$ cat config.mk
export PLATFORM = sky130hd
export DESIGN_NAME = sequenciador_menu
export DESIGN_NICKNAME = d
export VERILOG_FILES = /design/src/rtl/menu_pkg.sv /design/src/rtl/cursor_circular.sv /design/src/rtl/sequenciador_menu.sv
export SDC_FILE = /design/constraint.sdc
export NUM_CORES = 1
export LEC_CHECK = 0
export ABC_AREA = 1
export CAP_MARGIN = 20
export CORE_UTILIZATION = 40
export CTS_BUF_LIST = sky130_fd_sc_hd__clkbuf_4
export CTS_CLUSTER_SIZE = 20
export DETAILED_ROUTE_END_ITERATION = 8
export MAX_ROUTING_LAYER = met4
export PLACE_DENSITY = 0.67
export SETUP_SLACK_MARGIN = 0.02
export SLEW_MARGIN = 20
export SYNTH_ARGS = -nofsm -noshare
export SYNTH_HDL_FRONTEND = slang
export SYNTH_SLANG_ARGS = --single-unit
$ cat constraint.sdc
create_clock -name clock -period 3.3 [get_ports clock]
set_input_delay 0.66 -clock clock [delete_from_list [all_inputs] [get_ports clock]]
set_output_delay 0.66 -clock clock [all_outputs]
set_load 0.1 [all_outputs]
$ cat src/rtl/menu_pkg.sv
// Shared types for the menu sequencer: page states, menu_sel codes and cursor width.
package menu_pkg;

  localparam int CURSOR_W = 4;

  typedef enum logic [2:0] {
    OCIOSO      = 3'd0,
    MENU_MODO   = 3'd1,
    MENU_BPM    = 3'd2,
    MENU_TOM    = 3'd3,
    MENU_MUSICA = 3'd4,
    PRONTO      = 3'd5
  } estado_t;

  localparam logic [2:0] SEL_OCIOSO = 3'd0;
  localparam logic [2:0] SEL_MODO   = 3'd1;
  localparam logic [2:0] SEL_BPM    = 3'd2;
  localparam logic [2:0] SEL_TOM    = 3'd3;
  localparam logic [2:0] SEL_MUSICA = 3'd4;
  localparam logic [2:0] SEL_PRONTO = 3'd5;

  function automatic logic [2:0] codigo_menu(input estado_t e);
    logic [2:0] c;
    case (e)
      MENU_MODO:   c = SEL_MODO;
      MENU_BPM:    c = SEL_BPM;
      MENU_TOM:    c = SEL_TOM;
      MENU_MUSICA: c = SEL_MUSICA;
      PRONTO:      c = SEL_PRONTO;
      default:     c = SEL_OCIOSO;
    endcase
    return c;
  endfunction

endpackage

$ cat src/rtl/cursor_circular.sv
// Up/down cursor with synchronous clear and a runtime modulus; wraps in both directions.
module cursor_circular
  import menu_pkg::*;
(
  input  logic                clock,
  input  logic                reset,
  input  logic                limpa,
  input  logic                incrementa,
  input  logic                decrementa,
  input  logic [CURSOR_W:0]   modulo,
  output logic [CURSOR_W-1:0] valor
);

  logic [CURSOR_W:0]   modulo_m1;
  logic [CURSOR_W-1:0] ultimo;

  assign modulo_m1 = modulo - 1'b1;
  assign ultimo    = modulo_m1[CURSOR_W-1:0];

  always_ff @(posedge clock or posedge reset) begin
    if (reset) begin
      valor <= '0;
    end else if (limpa) begin
      valor <= '0;
    end else if (incrementa && !decrementa) begin
      valor <= ({1'b0, valor} == modulo_m1) ? '0 : valor + 1'b1;
    end else if (decrementa && !incrementa) begin
      valor <= (valor == '0) ? ultimo : valor - 1'b1;
    end
  end

endmodule

$ cat src/rtl/sequenciador_menu.sv
// Menu sequencer: walks modo/BPM/tom/musica pages and commits one-hot selections.
// Optional inactivity auto-commit is enabled by defining MENU_TIMEOUT_EN.
module sequenciador_menu
  import menu_pkg::*;
#(
  parameter int MODO           = 6,
  parameter int BPM            = 2,
  parameter int TOM            = 4,
  parameter int MUSICA         = 16,
  parameter int GRAVA_IDX      = 3,
  parameter int TIMEOUT_CYCLES = 5000
) (
  input  logic              clock,
  input  logic              reset,
  input  logic              inicia_menu,
  input  logic              right_arrow_pressed,
  input  logic              left_arrow_pressed,
  input  logic              enter_pressed,
  output logic [2:0]        menu_sel,
  output logic              mostra_menu,
  output logic [3:0]        cursor,
  output logic [MODO-1:0]   modos,
  output logic [BPM-1:0]    bpm_sel,
  output logic [TOM-1:0]    tom_sel,
  output logic [MUSICA-1:0] musica_sel,
  output logic              menu_pronto
);

  localparam logic [CURSOR_W:0]   MOD_MODO   = (CURSOR_W+1)'(MODO);
  localparam logic [CURSOR_W:0]   MOD_BPM    = (CURSOR_W+1)'(BPM);
  localparam logic [CURSOR_W:0]   MOD_TOM    = (CURSOR_W+1)'(TOM);
  localparam logic [CURSOR_W:0]   MOD_MUSICA = (CURSOR_W+1)'(MUSICA);
  localparam logic [MODO-1:0]     UM_MODO    = 1;
  localparam logic [BPM-1:0]      UM_BPM     = 1;
  localparam logic [TOM-1:0]      UM_TOM     = 1;
  localparam logic [MUSICA-1:0]   UM_MUSICA  = 1;

  estado_t             estado;
  logic [2:0]          tecla_r, tecla_d;
  logic [2:0]          evento;
  logic                ev_right, ev_left, ev_enter;
  logic                em_pagina, expirou, confirma, passo_dir, passo_esq, limpa_cursor;
  logic [CURSOR_W:0]   modulo;
  logic [CURSOR_W-1:0] cur;

  // Keys registered once; the delayed copy turns levels into single press events.
  always_ff @(posedge clock or posedge reset) begin
    if (reset) begin
      tecla_r <= '0;
      tecla_d <= '0;
    end else begin
      tecla_r <= {enter_pressed, left_arrow_pressed, right_arrow_pressed};
      tecla_d <= tecla_r;
    end
  end

  assign evento   = tecla_r & ~tecla_d;
  assign ev_right = evento[0];
  assign ev_left  = evento[1];
  assign ev_enter = evento[2];

  assign em_pagina    = (estado == MENU_MODO) || (estado == MENU_BPM) ||
                        (estado == MENU_TOM)  || (estado == MENU_MUSICA);
  assign confirma     = em_pagina && !inicia_menu && (ev_enter || expirou);
  assign passo_dir    = em_pagina && !inicia_menu && !confirma && ev_right && !ev_left;
  assign passo_esq    = em_pagina && !inicia_menu && !confirma && ev_left && !ev_right;
  assign limpa_cursor = inicia_menu || confirma;

`ifdef MENU_TIMEOUT_EN
  localparam int TW = (TIMEOUT_CYCLES > 2) ? $clog2(TIMEOUT_CYCLES) : 1;
  localparam logic [TW-1:0] CARGA = TW'(TIMEOUT_CYCLES - 1);

  logic [TW-1:0] ociosidade;

  always_ff @(posedge clock or posedge reset) begin
    if (reset) begin
      ociosidade <= CARGA;
    end else if (!em_pagina || limpa_cursor || (|evento)) begin
      ociosidade <= CARGA;
    end else if (ociosidade != '0) begin
      ociosidade <= ociosidade - 1'b1;
    end
  end

  assign expirou = em_pagina && (ociosidade == '0);
`else
  assign expirou = 1'b0;
`endif

  always_comb begin
    modulo = (CURSOR_W+1)'(1);
    case (estado)
      MENU_MODO:   modulo = MOD_MODO;
      MENU_BPM:    modulo = MOD_BPM;
      MENU_TOM:    modulo = MOD_TOM;
      MENU_MUSICA: modulo = MOD_MUSICA;
      default:     modulo = (CURSOR_W+1)'(1);
    endcase
  end

  cursor_circular u_cursor (
    .clock      (clock),
    .reset      (reset),
    .limpa      (limpa_cursor),
    .incrementa (passo_dir),
    .decrementa (passo_esq),
    .modulo     (modulo),
    .valor      (cur)
  );

  always_ff @(posedge clock or posedge reset) begin
    if (reset) begin
      estado     <= OCIOSO;
      modos      <= UM_MODO;
      bpm_sel    <= UM_BPM;
      tom_sel    <= UM_TOM;
      musica_sel <= UM_MUSICA;
    end else if (inicia_menu) begin
      estado <= MENU_MODO;
    end else if (confirma) begin
      case (estado)
        MENU_MODO: begin
          modos  <= UM_MODO << cur;
          estado <= MENU_BPM;
        end
        MENU_BPM: begin
          bpm_sel <= UM_BPM << cur;
          estado  <= MENU_TOM;
        end
        MENU_TOM: begin
          tom_sel <= UM_TOM << cur;
          // Record mode has no song to pick.
          estado  <= modos[GRAVA_IDX] ? PRONTO : MENU_MUSICA;
        end
        MENU_MUSICA: begin
          musica_sel <= UM_MUSICA << cur;
          estado     <= PRONTO;
        end
        default: estado <= OCIOSO;
      endcase
    end else if (estado == PRONTO) begin
      estado <= OCIOSO;
    end
  end

  assign menu_sel    = codigo_menu(estado);
  assign mostra_menu = em_pagina;
  assign menu_pronto = (estado == PRONTO);
  assign cursor      = cur;

endmodule

# After elaboration in Yosys (flattened, before gate mapping)
# Index checks and enable logic that the tools add are counted.
op_classes:
  addsub: 3
  eq_ne: 6
  n_shift: 4
  muxes: 12
  bitwise_logic: 3
  n_reduce_logical: 26
op_table:
  columns: ["cell", "n"]
  rows:
  - ["4-bit two-way mux", 5]
  - ["5-bit case mux with 4 select lines", 1]
  - ["1-bit by 4-bit << shifter with 16-bit output, first input constant", 1]
  - ["3-bit case mux with 5 select lines", 1]
  - ["3-bit case mux with 4 select lines", 1]
  - ["3-bit AND reduction", 4]
  - ["1-bit logical AND", 9]
  - ["3-bit two-way mux", 3]
  - ["3-bit by 2-bit equality test with 1-bit output, second input constant", 2]
  - ["3-bit equality test, second input constant", 2]
  - ["1-bit zero test", 6]
  - ["3-bit nonzero test", 2]
  - ["1-bit by 4-bit << shifter with 6-bit output, first input constant", 1]
  - ["4-bit by 5-bit equality test with 1-bit output", 1]
  - ["5-bit by 1-bit subtractor with 5-bit output, second input constant", 1]
  - ["4-bit by 1-bit adder with 4-bit output, second input constant", 1]
  - ["4-bit zero test", 1]
  - ["1-bit logical OR", 4]
  - ["1-bit by 4-bit << shifter with 2-bit output, first input constant", 1]
  - ["1-bit by 4-bit << shifter with 4-bit output, first input constant", 1]
  - ["4-bit by 1-bit subtractor with 4-bit output, second input constant", 1]
  - ["3-bit AND", 1]
  - ["3-bit by 1-bit equality test with 1-bit output, second input constant", 1]
  - ["3-bit NOT", 1]
  - ["other kinds (2)", 2]
word_totals:
  reg_bits: 41
  input_bits: 6
  elab_cells: 62

# Longest topological paths before layout
# Gate-level depths: netlist (run 1).
logic_depth:
  word_depth: 15
  depth_mapped: 12

# Modules after synthesis
# Synthesis (run 1) repeated with hierarchy kept, for this count alone.
unflattened:
  cells_unflattened: 298
  area_unflattened_um2: 2408.6
by_module_without_submodules:
  columns: ["module", "instances", "cells_per_inst", "area_each_um2"]
  rows:
  - ["sequenciador_menu", 1, 204, 1858.0]
  - ["cursor_circular", 1, 94, 550.5]

# Least setup slack after synthesis (run 1)
# OpenSTA, ideal clock, no wires.
synth_timing:
  path_type: "reg-to-output"
  start: "reg estado[2]"
  end: "out menu_pronto"
  t_arrival_ps: 2634
  t_required_ps: 2640
  path_slack_ps: 6
  path_stages_with_launch: 5
  path_buffers: 0
  path_cell_list: "dfrtp_1 -> inv_2 -> nor2_1 -> nand2_1 -> inv_1"
synth_between:
  elab_chain_cells: 1
synth_rtl:
  columns: ["element", "line", "text"]
  rows:
  - ["start, declared", "sequenciador_menu.sv:38", "estado_t estado;"]
  - ["start signal, assigned", "sequenciador_menu.sv:133", "estado <= modos[GRAVA_IDX] ? PRONTO : MENU_MUSICA;"]
  - ["3-bit equality test", "sequenciador_menu.sv:148", "assign menu_pronto = (estado == PRONTO);"]
  - ["end, declared", "sequenciador_menu.sv:26", "output logic menu_pronto"]
# No other way between the ends.

# Final worst setup path (run 1)
layout_timing:
  start: "reg estado[1]"
  end: "out mostra_menu"
layout_between:
  elab_chain_cells: 4
  word_cells_on_any_way: 7
layout_rtl:
  columns: ["element", "line", "text"]
  rows:
  - ["3-bit by 1-bit equality test with 1-bit output / 3-bit by 2-bit equality test with 1-bit output (equally long branches)", "sequenciador_menu.sv:62", "assign em_pagina = (estado == MENU_MODO) || (estado == MENU_BPM) ||"]
  - ["1-bit logical OR (2 in a row)", "sequenciador_menu.sv:62", null]
  - ["1-bit logical OR (*)", "sequenciador_menu.sv:63", "(estado == MENU_TOM) || (estado == MENU_MUSICA);"]
  - ["end, declared", "sequenciador_menu.sv:20", "output logic mostra_menu,"]
# Mark *: on every way between the ends. The rest lies on a longest branch, timed or not.

==> results of run 1 <==
## layout by cell type (no fill, tap or decap)
| master | netlist | final |
|---|---|---|
| a21oi_1 | 2 | 2 |
| mux2_2 | 2 | 2 |
| clkinv_2 | 0 | 1 |
| nor2_1 | 17 | 16 |
| nand4_1 | 6 | 6 |
| inv_1 | 23 | 23 |
| clkbuf_4 | 0 | 6 |
| xor2_1 | 1 | 1 |
| o211ai_1 | 1 | 1 |
| dfstp_2 | 4 | 4 |
| nand2_1 | 91 | 91 |
| o21ai_2 | 1 | 1 |
| buf_4 | 0 | 38 |
| ha_1 | 7 | 7 |
| xnor2_1 | 1 | 1 |
| o31ai_1 | 4 | 4 |
| clkdlybuf4s50_1 | 0 | 5 |
| inv_2 | 3 | 3 |
| o21ai_1 | 4 | 4 |
| nand3_2 | 1 | 1 |
| o21ai_0 | 17 | 17 |
| clkinv_1 | 3 | 3 |
| dfrtp_1 | 37 | 37 |
| nand2_4 | 3 | 3 |
| nor2_2 | 2 | 3 |
| a21oi_2 | 1 | 1 |
| nand3_1 | 16 | 16 |
| nor2_4 | 2 | 2 |
| nor4_1 | 1 | 1 |
## logic make-up (layout without fill, tap and decap cells)
logic type,Yosys count,in the layout
compound gates,30,30
xor+xnor,2,2
fa+ha+maj,7,7
buf+inv,34,79
flops,41,41
mux,2,2
simple gates,139,139
## path summary, 6_finish.rpt
check | end | depth (start not counted) | from | slack [ns]
max in group asynchronous | tom_sel[0]$_DFFE_PP1P_ | 3 | reset | 2.20
max | mostra_menu | 4 | estado[1]$_DFFE_PP0P_ | 1.05
min in group asynchronous | u_cursor.valor[3]$_DFFE_PP0P_ | 3 | reset | 0.72
min | tecla_d[0]$_DFF_PP0_ | 0 | tecla_r[0]$_DFF_PP0_ | 0.39
min reg2reg | tecla_d[0]$_DFF_PP0_ | 0 | tecla_r[0]$_DFF_PP0_ | 0.39
max reg2reg | u_cursor.valor[3]$_DFFE_PP0P_ | 10 | u_cursor.valor[0]$_DFFE_PP0P_ | 1.37
## flip-flops by register name, indices dropped and copies added (netlist names)
register and cells:
bpm_sel 2, estado 3, u_cursor.valor 4, tecla_d 3
tecla_r 3, modos 6, musica_sel 16, tom_sel 4
## per-layer routing
| layer | global-route usage [%] | share of wire, % | vias up |
|---|---|---|---|
| met5 | - | 0 | - |
| met4 | 4.915 | 0.82 | 0 |
| met3 | 4.607 | 3.9 | 6 |
| met2 | 31.01 | 46 | 40 |
| met1 | 26.48 | 50 | 836 |
| li1 | - | - | 901 |
## area by class of cell
cell class              count  area (sq um)
repair buffers             43         335.3
fillers                   490          2331
multi-input cells         180         908.4
clock inverters             1         5.005
clock buffers               6         45.04
well taps                  67         83.83
flip-flops and latches     41          1031
inverters                  29         108.9
## report_power, final
| group | leakage [uW] | internal, uW | switching, uW |
|---|---|---|---|
| clock | 0.0000315 | 86.9 | 157 |
| combinational | 0.000775 | 69.1 | 254 |
| sequential | 0.000541 | 533 | 22.4 |
| total | 0.00135 | 689 | 433 |
## through the flow
| stage | cells | area [sq um] | setup WS [ns] |
|---|---|---|---|
| after global routing | 367 | 2517 | 0.9591 |
| after CTS | 367 | 2517 | 1.034 |
| after floorplan | 255 | 2077 | 0.5267 |
| after detailed placement | 360 | 2467 | 1.043 |
| after global placement | 360 | 2467 | 1.048 |
| final | 367 | 2517 | 1.048 |
## worst reg2reg max path: stages (launching register included)
cell	delay (ns)
dfrtp_1	0.57
inv_1	0.24
ha_1	0.30
inv_1	0.06
nor2_1	0.06
o21ai_0	0.18
o21ai_0	0.10
o21ai_0	0.10
nand2_1	0.07
nand3_1	0.08
o21ai_1	0.06
==> impl_metrics.py, run 1 <==
metrics = {
    "timing": {
        "fmaxAchievable_mhz": 444.0,
        "worstMarginPinSlew_ns": 0.6031,
        "maxSlewViolCount": 0,
        "fin_hold_ws_ns": 0.3915,
        "finalSetupTns_ns": 0,
        "grt_setup_unrepaired": "no",
        "slew_headroom_pct": 59.80,
        "min_period_ns": 2.252,
        "timing.final.crit_share_pct": 68.24,
        "hold_viol": 0,
        "skew_ns": 0.007625,
        "final-setup-viol-count": 0,
    },
    "clock_network": {
        "worstSkewPairLatency_ns": 0.34,
        "cts_tree": "done",
        "cts_buffers": 5,
        "postCtsSetupBuffers": 0,
        "htreeDepth": 2,
        "ctsHoldBuffers": 0,
        "clockRootBuffer": "clkbuf_4",
        "cts_resized": 0,
        "ctsLongestPathBuffers": 2,
        "path_clk_slew_ns": 0.11,
        "cts.sinks": 41,
    },
    "logic_synthesis": {
        "syn-num-nets": 268,
        "ys.flop_type": "dfrtp_1",
        "synth_top_area_share_pct": 44.63,
        "synth_top_family_by_area": "simple AND/OR/NAND/NOR gates",
        "synthAdderAreaFrac_pct": 4.222,
        "ys_ff_latch": 41,
        "yosysTopAreaCell": "dfrtp_1",
        "syn_area_sq_mm": 0.002074,
        "synth_edf_count": 0,
        "async_flop_share_pct": 100.0,
        "yosysUniqueCellTypes": 28,
        "synthCells": 255,
        "post-synth-top-count-cell": "nand2_1",
        "synth_area_leaders": "dfrtp_1 45%, nand2_1 16%, dfstp_2 5.1%, ha_1 4.2%, inv_1 4.2%",
        "postSynthAreaPerCell_sq_um": 8.135,
        "synth-simple-area-share_pct": 29.31,
        "ys_seq_area_share_pct": 49.70,
        "yosys_warnings": 0,
        "synthMuxAreaShare_pct": 1.086,
        "synth_compound_area_share_pct": 8.203,
        "synth-xor-area-share_pct": 0.8444,
        "synth_commonest_cells": "91 x nand2_1, 37 x dfrtp_1, 23 x inv_1",
    },
    "setup_path": {
        "crit_chain": "nor2_4, nand2_4, nand2_4, buf_4",
        "required_ns": 2.64,
        "arrival_ns": 1.59,
        "critPathLaunchType": "register",
        "critPathBufInv": 1,
        "cp_max_fo": 9,
        "crit_type": "register to output pin",
        "crit_path_end_kind": "output pin",
        "cp_top_family": "flip-flops",
        "cp_common_cell": "nand2_4",
        "crit_path_top_delay_cell": "dfrtp_1",
        "cpPeakStageDelay_ns": 0.50,
    },
    "die": {
        "rows": 25,
        "ios": 43,
        "die_y_um": 74.02,
        "die_area_sq_mm": 0.005478,
        "initial_utilization_pct": 42.79,
        "core_area_sq_mm": 0.004848,
        "die_width_um": 74.02,
    },
    "routing": {
        "routed_via_density": 4.858,
        "dr_total_vias": 1783,
        "drtPass1Iterations": 4,
        "wl_um": 4732,
        "drt-wirelength-per-cell_um": 12.89,
        "ant_nets": 0,
        "first_iter_violations": 108,
        "drc_errors": 0,
    },
    "final_layout": {
        "diodes": 0,
        "finish.utilization_pct": 51.92,
        "syn2layout_area_growth_pct": 21.35,
        "drive_above_1_share_pct": 21.67,
        "nets": 313,
    },
    "global_routing": {
        "track_usage_pct": 19.98,
        "grt_pass1_wl_um": 7997,
        "antenna_found_initial": 0,
        "grt_max_degree": 42,
        "grt_pass1_vias": 1748,
        "overflow": 0,
    },
    "power_and_ir_drop": {
        "ir_drop_uv": 332.8,
        "p_leak_uw": 0.001348,
        "total_power_uw": 1122,
        "power.density_mw_per_mm2": 445.7,
    },
    "outcome": {
        "outcome": "finished clean",
    },
    "run": {
        "drv_cap": 0,
    },
    "worst_hold_path": {
        "hp-class": "register to register",
    },
    "placed_design": {
        "hpwl_um": 3452,
        "io_buffers": 42,
        "place.gp.congestion": 0.9007,
    },
}
Note: power is estimated with default switching activity, not from simulation.
==> inputs of run 2 (changes only) <==
--- a/config.mk
+++ b/config.mk
@@ -12,7 +12,7 @@
 export CTS_CLUSTER_SIZE = 20
 export DETAILED_ROUTE_END_ITERATION = 8
 export MAX_ROUTING_LAYER = met4
-export PLACE_DENSITY = 0.67
+export PLACE_DENSITY = 0.69
 export SETUP_SLACK_MARGIN = 0.02
 export SLEW_MARGIN = 20
 export SYNTH_ARGS = -nofsm -noshare
==> constraint.sdc (replaced) <==
create_clock -name clock -period 1.8 [get_ports clock]
set_input_delay 0.36 -clock clock [delete_from_list [all_inputs] [get_ports clock]]
set_output_delay 0.36 -clock clock [all_outputs]
set_load 0.1 [all_outputs]
==> run 2 against run 1 <==
Via count up 5.9%. Clock-buffer cell count is the same. Routed wire length increased by 9.6%. Clock power increased by 150%. Sequential cell count unchanged. Final cell count up 6.5%. Combinational power grew 140%. Final area rose by 29%. Sequential power is 86% higher. Setup slack worse by 1.0 ns. Clock skew down 0.00087 ns. Die area is the same.
==> impl_metrics.py, run 2 (synthesized netlist as in run 1, its figures left out) <==
metrics = {
    "outcome": {
        "outcome": "finished clean",
    },
    "routing": {
        "drt-wirelength-per-cell_um": 13.26,
        "routed_via_density": 4.829,
        "first_iter_violations": 116,
        "dr_total_vias": 1888,
        "drc_errors": 0,
        "ant_nets": 0,
        "drtPass1Iterations": 4,
        "wl_um": 5184,
    },
    "power_and_ir_drop": {
        "switchingPower_uw": 852.4,
        "swShare_pct": 35.50,
        "p_leak_uw": 0.001576,
        "ir_drop_uv": 621.3,
        "clkPwrFrac_pct": 25.2,
        "p_int_uw": 1549,
        "seq_power_share_pct": 42.9,
        "power.density_mw_per_mm2": 738.4,
        "comb_power_share_pct": 31.8,
    },
    "die": {
        "rows": 25,
        "core_area_sq_mm": 0.004848,
        "die_y_um": 74.02,
        "initial_utilization_pct": 42.79,
        "ios": 43,
        "die_width_um": 74.02,
        "die_area_sq_mm": 0.005478,
    },
    "global_routing": {
        "grt_busiest_layer": "met2",
        "grt_util_met1_pct": 26.23,
        "grt_pass1_wl_um": 8625,
        "use_met2_pct": 36.67,
        "antenna_found_initial": 0,
        "grtUsageMet3_pct": 3.252,
        "overflow": 0,
        "track_usage_pct": 21.61,
        "grt_max_degree": 42,
        "grt_pass1_vias": 1809,
    },
    "final_layout": {
        "multi_input_area_sq_um": 948.4,
        "fillers": 380,
        "final_common_cell": "nand2_1",
        "diodes": 0,
        "fin_cells": 391,
        "syn2layout_area_growth_pct": 56.76,
        "regArea_sq_mm": 0.001045,
        "drive_above_1_share_pct": 30.25,
        "largest_register": "musica_sel",
        "nets": 336,
        "largest_reg_flops": 16,
        "reg_top3": "musica_sel: 16 flops, modos: 6 flops",
        "mostFrequentLayoutCells": "91 x nand2_1, 38 x buf_12, 30 x dfrtp_1, 22 x inv_1, 22 x buf_4",
    },
    "timing": {
        "timing.final.crit_share_pct": 98.27,
        "grt_setup_unrepaired": "yes",
        "hold_viol": 0,
        "min_period_ns": 1.769,
        "slew_headroom_pct": 73.96,
        "finalSetupTns_ns": 0,
        "worstMarginPinSlew_ns": 0.3871,
        "maxSlewViolCount": 0,
        "skew_ns": 0.006752,
        "fmaxAchievable_mhz": 565.3,
        "final-setup-viol-count": 0,
    },
    "setup_path": {
        "crit_path_top_delay_cell": "dfrtp_2",
        "crit_path_end_kind": "output pin",
        "cp_max_fo": 7,
        "crit_chain": "nor2_4, nand2_4, nand2_8, buf_12",
        "critPathLaunchType": "register",
        "required_ns": 1.44,
        "arrival_ns": 1.41,
        "crit_type": "register to output pin",
        "cpPeakStageDelay_ns": 0.51,
    },
    "run": {
        "drv_cap": 0,
    },
    "clock_network": {
        "path_clk_slew_ns": 0.12,
        "clockRootBuffer": "clkbuf_4",
        "cts.sinks": 41,
        "htreeDepth": 2,
        "ctsHoldBuffers": 0,
        "ctsLongestPathBuffers": 2,
        "cts_tree": "done",
        "cts_buffers": 5,
        "worstSkewPairLatency_ns": 0.35,
    },
    "placed_design": {
        "placed_cells": 376,
        "place.gp.congestion": 0.8473,
        "io_buffers": 42,
        "hpwl_um": 3829,
    },
    "worst_hold_path": {
        "hp-class": "input pin to asynchronous set/reset pin",
    },
}
[run 2: critical path, delay by kind of cell, from the launching register on]
family | cells | cell delay, ns
flip-flops | 1 | 0.51
buffers and inverters | 1 | 0.18
AND/OR/NAND/NOR | 3 | 0.37
[run 2: path summary, 6_finish.rpt]
kind                            slack (ns)  depth (start not counted)                   from                            end
worst max register to register        0.15                         11  estado[1]$_DFFE_PP0P_  u_cursor.valor[2]$_DFFE_PP0P_
max in group asynchronous             1.20                          3                  reset      musica_sel[0]$_DFFE_PP1P_
worst min-delay path                  0.34                          3                  reset           modos[3]$_DFFE_PP0P_
worst max-delay path                  0.03                          4  estado[1]$_DFFE_PP0P_                    mostra_menu
worst min register to register        0.39                          0   tecla_r[1]$_DFF_PP0_           tecla_d[1]$_DFF_PP0_
min in group clock                    0.39                          0   tecla_r[1]$_DFF_PP0_           tecla_d[1]$_DFF_PP0_
[run 2: layer usage]
layer  part of all wire, %  routed length (um)  up-vias
met1                    44                2292      871
li1                      -                   -      951
met3                   4.6                 236        7
met4                   1.2                  63        0
met2                    50                2592       59
met5                     0                   0        -
[run 2: area by class of cell]
type | instances | area share, %
Timing Repair Buffer | 66 | 30.36
Clock buffer | 6 | 1.385
Tap cell | 67 | 2.578
Multi-Input combinational cell | 180 | 29.17
Sequential cell | 41 | 32.13
Inverter | 29 | 3.347
Clock inverter | 2 | 1.039
[run 2: power by group through the flow]
stage          Combinational, uW  Sequential (uW)  Clock [uW]
4_1_cts                      756             1030         615
2_1_floorplan                246             1260           0
6_report                     764             1030         606
5_1_grt                      803             1040         648
3_5_place_dp                 738             1050           0
3_3_place_gp                 734             1050           0
[run 2: stage by stage]
stage	util (%)	area (sq um)	power, uW	hold WS (ns)	setup WS (ns)
after floorplan	-	2103	1509	0.3537	-0.4011
after global placement	63.72	3089	1780	0.3574	0.003657
after detailed placement	63.72	3089	1786	0.3656	-0.02796
after CTS	66.22	3211	2403	0.3429	0.008599
after global routing	67.07	3252	2488	0.3766	-0.03172
final	67.07	3252	2401	0.3403	0.03117
[run 2: repair_timing]
action | CTS | global route
pin swaps | 0 | 1
gates resized for setup | 5 | 3
setup endpoints to repair | 3 | 7
buffers inserted | 3 | 4
gates cloned | 0 | 0
==> inputs of run 3 (changes only) <==
--- a/config.mk
+++ b/config.mk
@@ -6,15 +6,14 @@
 export NUM_CORES = 1
 export LEC_CHECK = 0
 export ABC_AREA = 1
-export CAP_MARGIN = 20
 export CORE_UTILIZATION = 40
 export CTS_BUF_LIST = sky130_fd_sc_hd__clkbuf_4
 export CTS_CLUSTER_SIZE = 20
 export DETAILED_ROUTE_END_ITERATION = 8
 export MAX_ROUTING_LAYER = met4
-export PLACE_DENSITY = 0.69
+export PLACE_DENSITY = 0.67
 export SETUP_SLACK_MARGIN = 0.02
-export SLEW_MARGIN = 20
+export SLEW_MARGIN = 10
 export SYNTH_ARGS = -nofsm -noshare
 export SYNTH_HDL_FRONTEND = slang
 export SYNTH_SLANG_ARGS = --single-unit
==> run 3 against run 2 <==
Clock skew hardly changed. Clock-buffer cell count stayed put. Hold slack better by 0.0081 ns. Critical endpoint unchanged. Largest cell class unchanged. Largest power group unchanged.
==> impl_metrics.py, run 3 (synthesized netlist as in run 1, its figures left out) <==
metrics = {
    "outcome": {
        "outcome": "finished clean",
    },
    "power_and_ir_drop": {
        "ir_drop_uv": 494.8,
        "power.density_mw_per_mm2": 694.9,
        "p_leak_uw": 0.001559,
        "total_power_uw": 2242,
    },
    "setup_path": {
        "timing.rr.start": "estado[0]$_DFFE_PP0P_",
        "critPathLaunchType": "register",
        "required_ns": 1.44,
        "crit_type": "register to output pin",
        "cpPeakStageDelay_ns": 0.49,
        "cp-startpoint": "estado[1]$_DFFE_PP0P_",
        "arrival_ns": 1.38,
        "crit_path_end_kind": "output pin",
        "crit_chain": "nor2_4, nand2_4, nand2_8, buf_12",
        "crit_path_top_delay_cell": "dfrtp_2",
        "cp_max_fo": 7,
    },
    "final_layout": {
        "reg_top3": "musica_sel: 16 flops, modos: 6 flops",
        "diodes": 0,
        "drive_above_1_share_pct": 30.96,
        "largest_reg_flops": 16,
        "largest_register": "musica_sel",
        "nets": 336,
        "syn2layout_area_growth_pct": 55.55,
        "final_common_cell": "nand2_1",
        "mostFrequentLayoutCells": "89 x nand2_1, 38 x buf_12, 30 x dfrtp_1, 22 x inv_1, 22 x buf_4",
    },
    "die": {
        "die_area_sq_mm": 0.005478,
        "die_width_um": 74.02,
        "die_y_um": 74.02,
        "core_area_sq_mm": 0.004848,
        "rows": 25,
        "ios": 43,
        "initial_utilization_pct": 42.79,
    },
    "timing": {
        "min_period_ns": 1.735,
        "fmaxAchievable_mhz": 576.4,
        "skew_ns": 0.006349,
        "final-setup-viol-count": 0,
        "worstMarginPinSlew_ns": 0.4518,
        "grt_setup_unrepaired": "yes",
        "setup_ws_ns": 0.06495,
        "maxSlewViolCount": 0,
        "timing.final.crit_share_pct": 96.39,
        "slew_headroom_pct": 69.60,
        "hold_viol": 0,
    },
    "clock_network": {
        "clockRootBuffer": "clkbuf_4",
        "cts.sinks": 41,
        "htreeDepth": 2,
        "path_clk_slew_ns": 0.12,
        "cts_buffers": 5,
        "cts_tree": "done",
        "ctsLongestPathBuffers": 2,
        "worstSkewPairLatency_ns": 0.35,
    },
    "global_routing": {
        "grt_pass1_wl_um": 8535,
        "grt_max_degree": 42,
        "overflow": 0,
        "antenna_found_initial": 0,
        "grt_pass1_vias": 1779,
        "track_usage_pct": 21.45,
    },
    "placed_design": {
        "place.gp.congestion": 0.8947,
        "io_buffers": 42,
        "hpwl_um": 3792,
        "dpl_worst_slack_ns": 0.04467,
    },
    "routing": {
        "drtPass1Iterations": 4,
        "wl_um": 5070,
        "dr_total_vias": 1913,
        "drc_errors": 0,
        "routed_via_density": 4.905,
        "first_iter_violations": 119,
        "ant_nets": 0,
        "drt-wirelength-per-cell_um": 13.00,
    },
    "worst_hold_path": {
        "hp-class": "input pin to asynchronous set/reset pin",
    },
    "run": {
        "drv_cap": 0,
    },
}
==> run 3: cell count changes in the layout (fill, tap and decap cells not counted), sizes merged <==
cell,delta
bufinv,-1
==> run 3: report_power, final <==
part           leakage (uW)  total, uW  switching (uW)  internal [uW]
logic               0.00100        765             500            265
registers          0.000530       1030            48.9            980
clock network     0.0000292        448             291            157
total               0.00156       2240             840           1400
==> run 3: worst max-delay path: cells and delay by family, from the launching register on <==
kind	cells	cell delay [ns]
flip-flops	1	0.49
AND/OR/NAND/NOR	3	0.36
buffers and inverters	1	0.18
==> run 3: area by class of cell <==
cell class                      count  area [sq um]
Sequential cell                    41          1045
Tap cell                           67         83.83
Timing Repair Buffer               66         987.2
Inverter                           29         111.4
Clock buffer                        6         45.04
Clock inverter                      1         3.754
Fill cell                         389          1622
Multi-Input combinational cell    180         950.9
==> run 3: per-stage QoR <==
step	instance area (sq um)	utilization, %	setup TNS, ns	hold WS (ns)	std cells
after CTS	3183	65.65	0	0.3529	386
after global routing	3227	66.55	-0.01218	0.3685	390
after detailed placement	3089	63.72	0	0.3634	376
after global placement	3089	63.72	0	0.3567	376
final	3227	66.55	0	0.3484	390
after floorplan	2103	-	-0.4011	0.3537	255
==> run 3: final timing paths <==
| path | to | slack, ns | depth (start not counted) |
|---|---|---|---|
| worst max-delay path | mostra_menu | 0.06 | 4 |
| worst min-delay path | tecla_r[1]$_DFF_PP0_ | 0.35 | 3 |
| worst max register to register | u_cursor.valor[1]$_DFFE_PP0P_ | 0.17 | 12 |
| worst min register to register | tecla_d[0]$_DFF_PP0_ | 0.39 | 0 |
| max in group asynchronous | modos[0]$_DFFE_PP1P_ | 1.19 | 3 |
| min in group clock | tecla_d[0]$_DFF_PP0_ | 0.39 | 0 |
==> run 3: timing repair <==
action / 4_1_cts / 5_1_grt
hold buffers: 0 / 0
gates resized for setup: 7 / 4
pin swaps: 1 / 0
setup endpoints to repair: 2 / 9
setup buffers: 3 / 4
gates cloned: 0 / 0
==> run 3: layer usage <==
layer	GRT usage [%]	routed length, um
met5	-	0
met4	5.556	65
met3	4.201	275
met2	35.15	2569
met1	27.23	2159
==> RTL change 1, RTL diff (settings of run 2) <==
The option `MENU_TIMEOUT_EN` is turned on by a define.
--- a/src/rtl/sequenciador_menu.sv
+++ b/src/rtl/sequenciador_menu.sv
@@ -1,4 +1,6 @@
 // Menu sequencer: walks modo/BPM/tom/musica pages and commits one-hot selections.
 // Optional inactivity auto-commit is enabled by defining MENU_TIMEOUT_EN.
+`define MENU_TIMEOUT_EN
+
 module sequenciador_menu
   import menu_pkg::*;
Function: same outputs for any inputs over 10 cycles, from zero or initial values and one cycle with reset high; that may be too few to reach the edited logic, so the function may still have changed.
==> RTL change 1 against run 2 <==
The run now ends with setup timing left. Non-clock buffer count is 23 higher. Setup slack worse by 0.10 ns. Total power is 46% higher. Design area is 41% higher. Routed wire length is 45% higher. Cell count is 36% higher. Area after synthesis is 40% higher. Clock power is 31% higher. Sequential share of layout area is 2.2 points lower. Sequential cell count is 13 higher. Clock skew is 0.0045 ns higher. Largest cell class is now multi-input combinational cells.
==> RTL change 1: results (changes against run 2) <==
Pwr
  • VDD IR max: 0.000673 V (+8.3%)
  • Internal power: 2.22 mW (+43%)
  • Clk network pwr share: 22.6% (-2.6 points)
  • Leakage: 2.13 nW (+35%)
  • Total sequential power: 1.36 mW (+32%)

GRT
  • Vias in the first global route: 2636 (+46%)
  • First-pass GRT wire length: 12400 µm (+44%)
  • GRT Total Usage: 22.0% (+0.39 points)
  • Largest net degree at the start of global routing: 55 (+31%)

Clocking
  • Reg clk slew, reported paths: 0.14 ns (+0.02 ns)
  • H-tree levels: 2 (unchanged)
  • Clock latency on the worst-skew pair: 0.37 ns (+0.02 ns)

Layout
  • Largest regs: musica_sel x16, ociosidade x13, modos x6
  • Share of cells above drive strength 1: 42.6% (+12 points)
  • # fillers: 552 (+45%)
  • Final #Nets: 452 (+35%)

Timing
  • Final WS setup: -0.0726 ns (-0.104 ns)
  • Hold_ws: 0.340 ns (-0.000629 ns)
  • Setup-failing EPs final: 23 (+23)
  • Final Skew: 0.0113 ns (+0.00454 ns)
  • Worst slew pin tran: 0.518 ns (+0.130 ns)

Synthesis
  • Netlist cell types: 36 (+29%)
  • Synth Cell Area: 2900 µm² (+40%)
  • Post-synth ARST share: 100% (unchanged)
  • Area contributors post-synth: dfrtp_1 37%, nand2_1 14%, dfstp_2 10%
  • Register area share after synthesis: 47.1% (-2.6 points)
  • Post-synthesis mux area share: 0% (-1.1 points)
  • Synth Area in Compound Gates: 7.60% (-0.60 points)
  • Syn nets: 364 (+36%)
  • Synth Area in Adders: 4.32% (+0.098 points)
  • Synth Area in XOR/XNOR: 3.63% (+2.8 points)
  • Commonest cells in the netlist: 105 x nand2_1, 43 x dfrtp_1, 35 x nor2_1, 32 x inv_1, 26 x nand3_1

Critical path
  • R2r worst-path depth: 10 (-1)
  • RR Endpoint: ociosidade[3]$_DFFE_PP0P_
  • Critical path arrival: 1.51 ns (+0.10 ns)
  • CP max FO: 4 (-3)
  • Slowest stage delay, CP: 0.47 ns (-0.04 ns)
  • Register-to-Register Setup Slack: -0.06 ns (-0.21 ns)

Route
  • DR vias/cell: 4.92 (+2.0%)
  • DRT iter0 DRCs: 92 (-21%)
  • Wire per inst: 14.1 µm (+6.4%)

Place
  • Pre-CTS setup slack: -0.0503 ns (-0.0224 ns)
  • Routability cong.: 0.866 (+2.2%)
  • DP Area: 4040 µm² (+31%)
  • Post-DP HPWL: 5120 µm (+34%)

Outcome
  • Failing checks: setup timing
  • Status: finished, violations left
==> RTL change 1: changes by cell type in the layout (fill, tap and decap cells not counted), sizes merged, moves of 5 or more <==
cell / change
nor2: +22
nand2: +15
buf: +22
dfrtp: +6
xor2: +6
nand3: +11
inv: +9
dfstp: +7
nor3: +5
==> RTL change 1: worst reg2reg max path, delay by kind of cell (launching register included) <==
family | cells | cell delay [ns]
buf+inv | 4 | 0.49
compound gates | 1 | 0.18
flops | 1 | 0.47
simple gates | 5 | 0.65
==> RTL change 1: routing by layer <==
metal  GRT usage, %  wire, µm  vias up
met1           25.2      3020     1274
met5              -         0        -
met4           7.15       110        0
met2           39.4      4160       52
li1               -         -     1287
met3           3.51       226       11
==> RTL change 1: what timing repair did <==
| action | 4_1_cts | 5_1_grt |
|---|---|---|
| gates resized for setup | 38 | 41 |
| setup endpoints to repair | 15 | 51 |
| setup buffers | 16 | 4 |
| pin swaps | 14 | 20 |
| cloned | 1 | 2 |
==> RTL change 1: layout make-up <==
class | instances | area share [%]
sequential | 54 | 29.9
timing repair buffer | 89 | 27.7
clock inverter | 3 | 1.39
tap | 96 | 2.62
multi-input combinational | 250 | 34.2
clock buffer | 5 | 0.818
inverter | 36 | 3.30
==> RTL change 1: cell families after synthesis <==
kind of cell               count (synthesis)
AOI/OAI and AO/OA                         33
xor gates and xnor gates                  12
adders and majority gates                 10
buffers and inverters                     45
DFF                                       54
and+or+nand+nor                          194
==> RTL change 1: through the flow <==
stage	setup TNS, ns	power, mW	util, %	cells
after floorplan	0	2.17	-	348
after global placement	-0.115	2.60	58.4	504
after detailed placement	-0.166	2.61	58.4	504
after CTS	-0.132	3.49	64.0	529
after global routing	-4.34	3.67	66.4	533
final	-0.573	3.52	66.4	533
==> RTL change 2, RTL diff (flow settings as in run 2) <==
Without the edit above. Register the output `cursor`, cleared by the reset; this adds one clock of latency there. The other outputs are not delayed to match.
--- a/src/rtl/sequenciador_menu.sv
+++ b/src/rtl/sequenciador_menu.sv
@@ -147,5 +147,11 @@
   assign mostra_menu = em_pagina;
   assign menu_pronto = (estado == PRONTO);
-  assign cursor      = cur;
+  always_ff @(posedge clock or posedge reset) begin
+    if (reset) begin
+      cursor <= '0;
+    end else begin
+      cursor <= cur;
+    end
+  end
 
 endmodule
Behaviour: not the same (a bounded check fails within 4 cycles, from zero or initial values and one cycle with reset high).
==> RTL change 2 against run 2 <==
Area after synthesis increased by 9.2%. Setup slack improved by 0.040 ns. Routed wire length decreased by 0.52%. Cell count increased by 3.6%. Design area increased by 5.9%. First-iteration DRC count decreased by 20%. Total power increased by 7.4%. Sequential cell count increased by 4. Highest routed layer unchanged.
==> RTL change 2: results (changes against run 2) <==
Place
  • Post-DP HPWL: 3940 µm (+2.9%)
  • DP Area: 3260 µm² (+5.7%)
  • Pre-CTS setup slack: -0.0666 ns (-0.0386 ns)
  • Cells after DPL: 388 (+3.2%)
  • Routability cong.: 0.847 (about the same)

Clocking
  • Post-CTS setup buffer count: 5 (+2)
  • CTS root buffer: clkbuf_4
  • Clock latency on the worst-skew pair: 0.35 ns (about the same)
  • Reg clk slew, reported paths: 0.12 ns (about the same)
  • Resize count post-CTS: 1 (-4)

Synthesis
  • Netlist cell types: 33 (+18%)
  • Gate Count Post-Synth: 264 (+3.5%)
  • Area contributors post-synth: dfrtp_1 45%, nand2_1 17%, dfstp_2 4.6%
  • Register area share after synthesis: 49.9% (+0.22 points)
  • Syn nets: 277 (+3.4%)
  • Synth Area in Compound Gates: 7.73% (-0.47 points)
  • Post-synth ARST share: 100% (unchanged)
  • Synth Area in Adders: 3.87% (-0.36 points)
  • Ys flop type: dfrtp_1
  • Synth Area in XOR/XNOR: 0.773% (-0.071 points)
  • Post-synthesis mux area share: 0% (-1.1 points)
  • Commonest cells in the netlist: 104 x nand2_1, 41 x dfrtp_1, 24 x inv_1, 17 x nor2_1, 15 x nand3_1

Route
  • Metal2 WL: 2580 µm (-0.42%)
  • DRT iter0 DRCs: 93 (-20%)
  • Met3 WL post-DR: 193 µm (-18%)
  • Wire length on met1: 2320 µm (+1.3%)
  • DR vias/cell: 4.66 (-3.4%)
  • Wire per inst: 12.7 µm (-4.0%)
  • DR pass1 iterations: 4 (unchanged)

GRT
  • Largest net degree at the start of global routing: 27 (-36%)
  • Vias in the first global route: 1818 (+0.50%)
  • First-pass GRT wire length: 8710 µm (+1.0%)
  • GRT Total Usage: 19.2% (-2.4 points)

Critical path
  • Register-to-Register Setup Slack: 0.15 ns (about the same)
  • Critical path arrival: 1.37 ns (-0.04 ns)
  • Critical-path cell with the highest stage delay: dfrtp_2
  • CP max FO: 6 (-1)

Layout
  • Final #Nets: 345 (+2.7%)
  • Post-Layout Cell Count: 405 (+3.6%)
  • Share of cells above drive strength 1: 29.7% (-0.52 points)
  • # fillers: 469 (+23%)
  • Number of antenna diodes: 0 (unchanged)

Timing
  • Final Skew: 0.00405 ns (-0.00270 ns)
  • Fmax: 579 MHz (+2.3%)
  • Hold_ws: 0.237 ns (-0.103 ns)
  • Slew headroom: 72.2% (-1.7 points)

Pwr
  • Power Clock: 0.616 mW (+2%)
  • Net Sw Frac: 35.2% (-0.32 points)
  • Leakage: 1.70 nW (+8.0%)
  • VDD IR max: 0.000735 V (+18%)
  • Seq pwr share: 44.0% (+1.1 points)
  • Clk network pwr share: 23.9% (-1.3 points)

Outcome
  • Status: finished clean

Min path
  • Worst hold path class: in -> async
RTL change 2: cell types whose count changed in the layout (fill, tap and decap cells not counted), moves of 2 or more:
cell and change:
dfrtp_4 -2, mux2_2 -2, dfrtp_2 -2, nand2_2 +2
o21ai_0 -11, o31ai_1 +2, inv_1 -2, nor3_1 +2
nand2_1 +12, nand4_1 -3, dfrtp_1 +8, nor2_2 -2
o21ai_2 +3
RTL change 2: worst reg2reg max path, stage by stage (launching register included):
cell	delay, ns
dfrtp_2	0.51
nor2_4	0.14
nand2_4	0.10
nand2_8	0.08
buf_4	0.19
nand3_4	0.15
a21oi_4	0.22
nand2_1	0.08
inv_1	0.06
nand2_1	0.05
nand2_1	0.04
RTL change 2: layout make-up:
type,count,area [µm²],area share [%]
clock buffers,6,45.0,1.31
clock inverters,2,33.8,0.981
inverters,29,115,3.34
multi-input cells,185,1020,29.8
flip-flops and latches,45,1130,33.0
well taps,72,90.1,2.62
repair buffers,66,1000,29.0
RTL change 2: layer usage:
layer | track usage [%] | up-vias
li1 | - | 971
met1 | 22.9 | 867
met2 | 32.5 | 44
met3 | 4.52 | 7
met4 | 5.09 | 0
met5 | - | -
RTL change 2: final timing paths:
| check | endpoint | startpoint | cells past startpoint |
|---|---|---|---|
| worst min register to register | tecla_d[2]$_DFF_PP0_ | tecla_r[2]$_DFF_PP0_ | 0 |
| worst max register to register | u_cursor.valor[1]$_DFFE_PP0P_ | estado[1]$_DFFE_PP0P_ | 10 |
| max in group asynchronous | musica_sel[0]$_DFFE_PP1P_ | reset | 3 |
| worst min-delay path | musica_sel[5]$_DFFE_PP0P_ | reset | 2 |
| min in group clock | tecla_d[2]$_DFF_PP0_ | tecla_r[2]$_DFF_PP0_ | 0 |
| worst max-delay path | menu_sel[1] | estado[1]$_DFFE_PP0P_ | 4 |
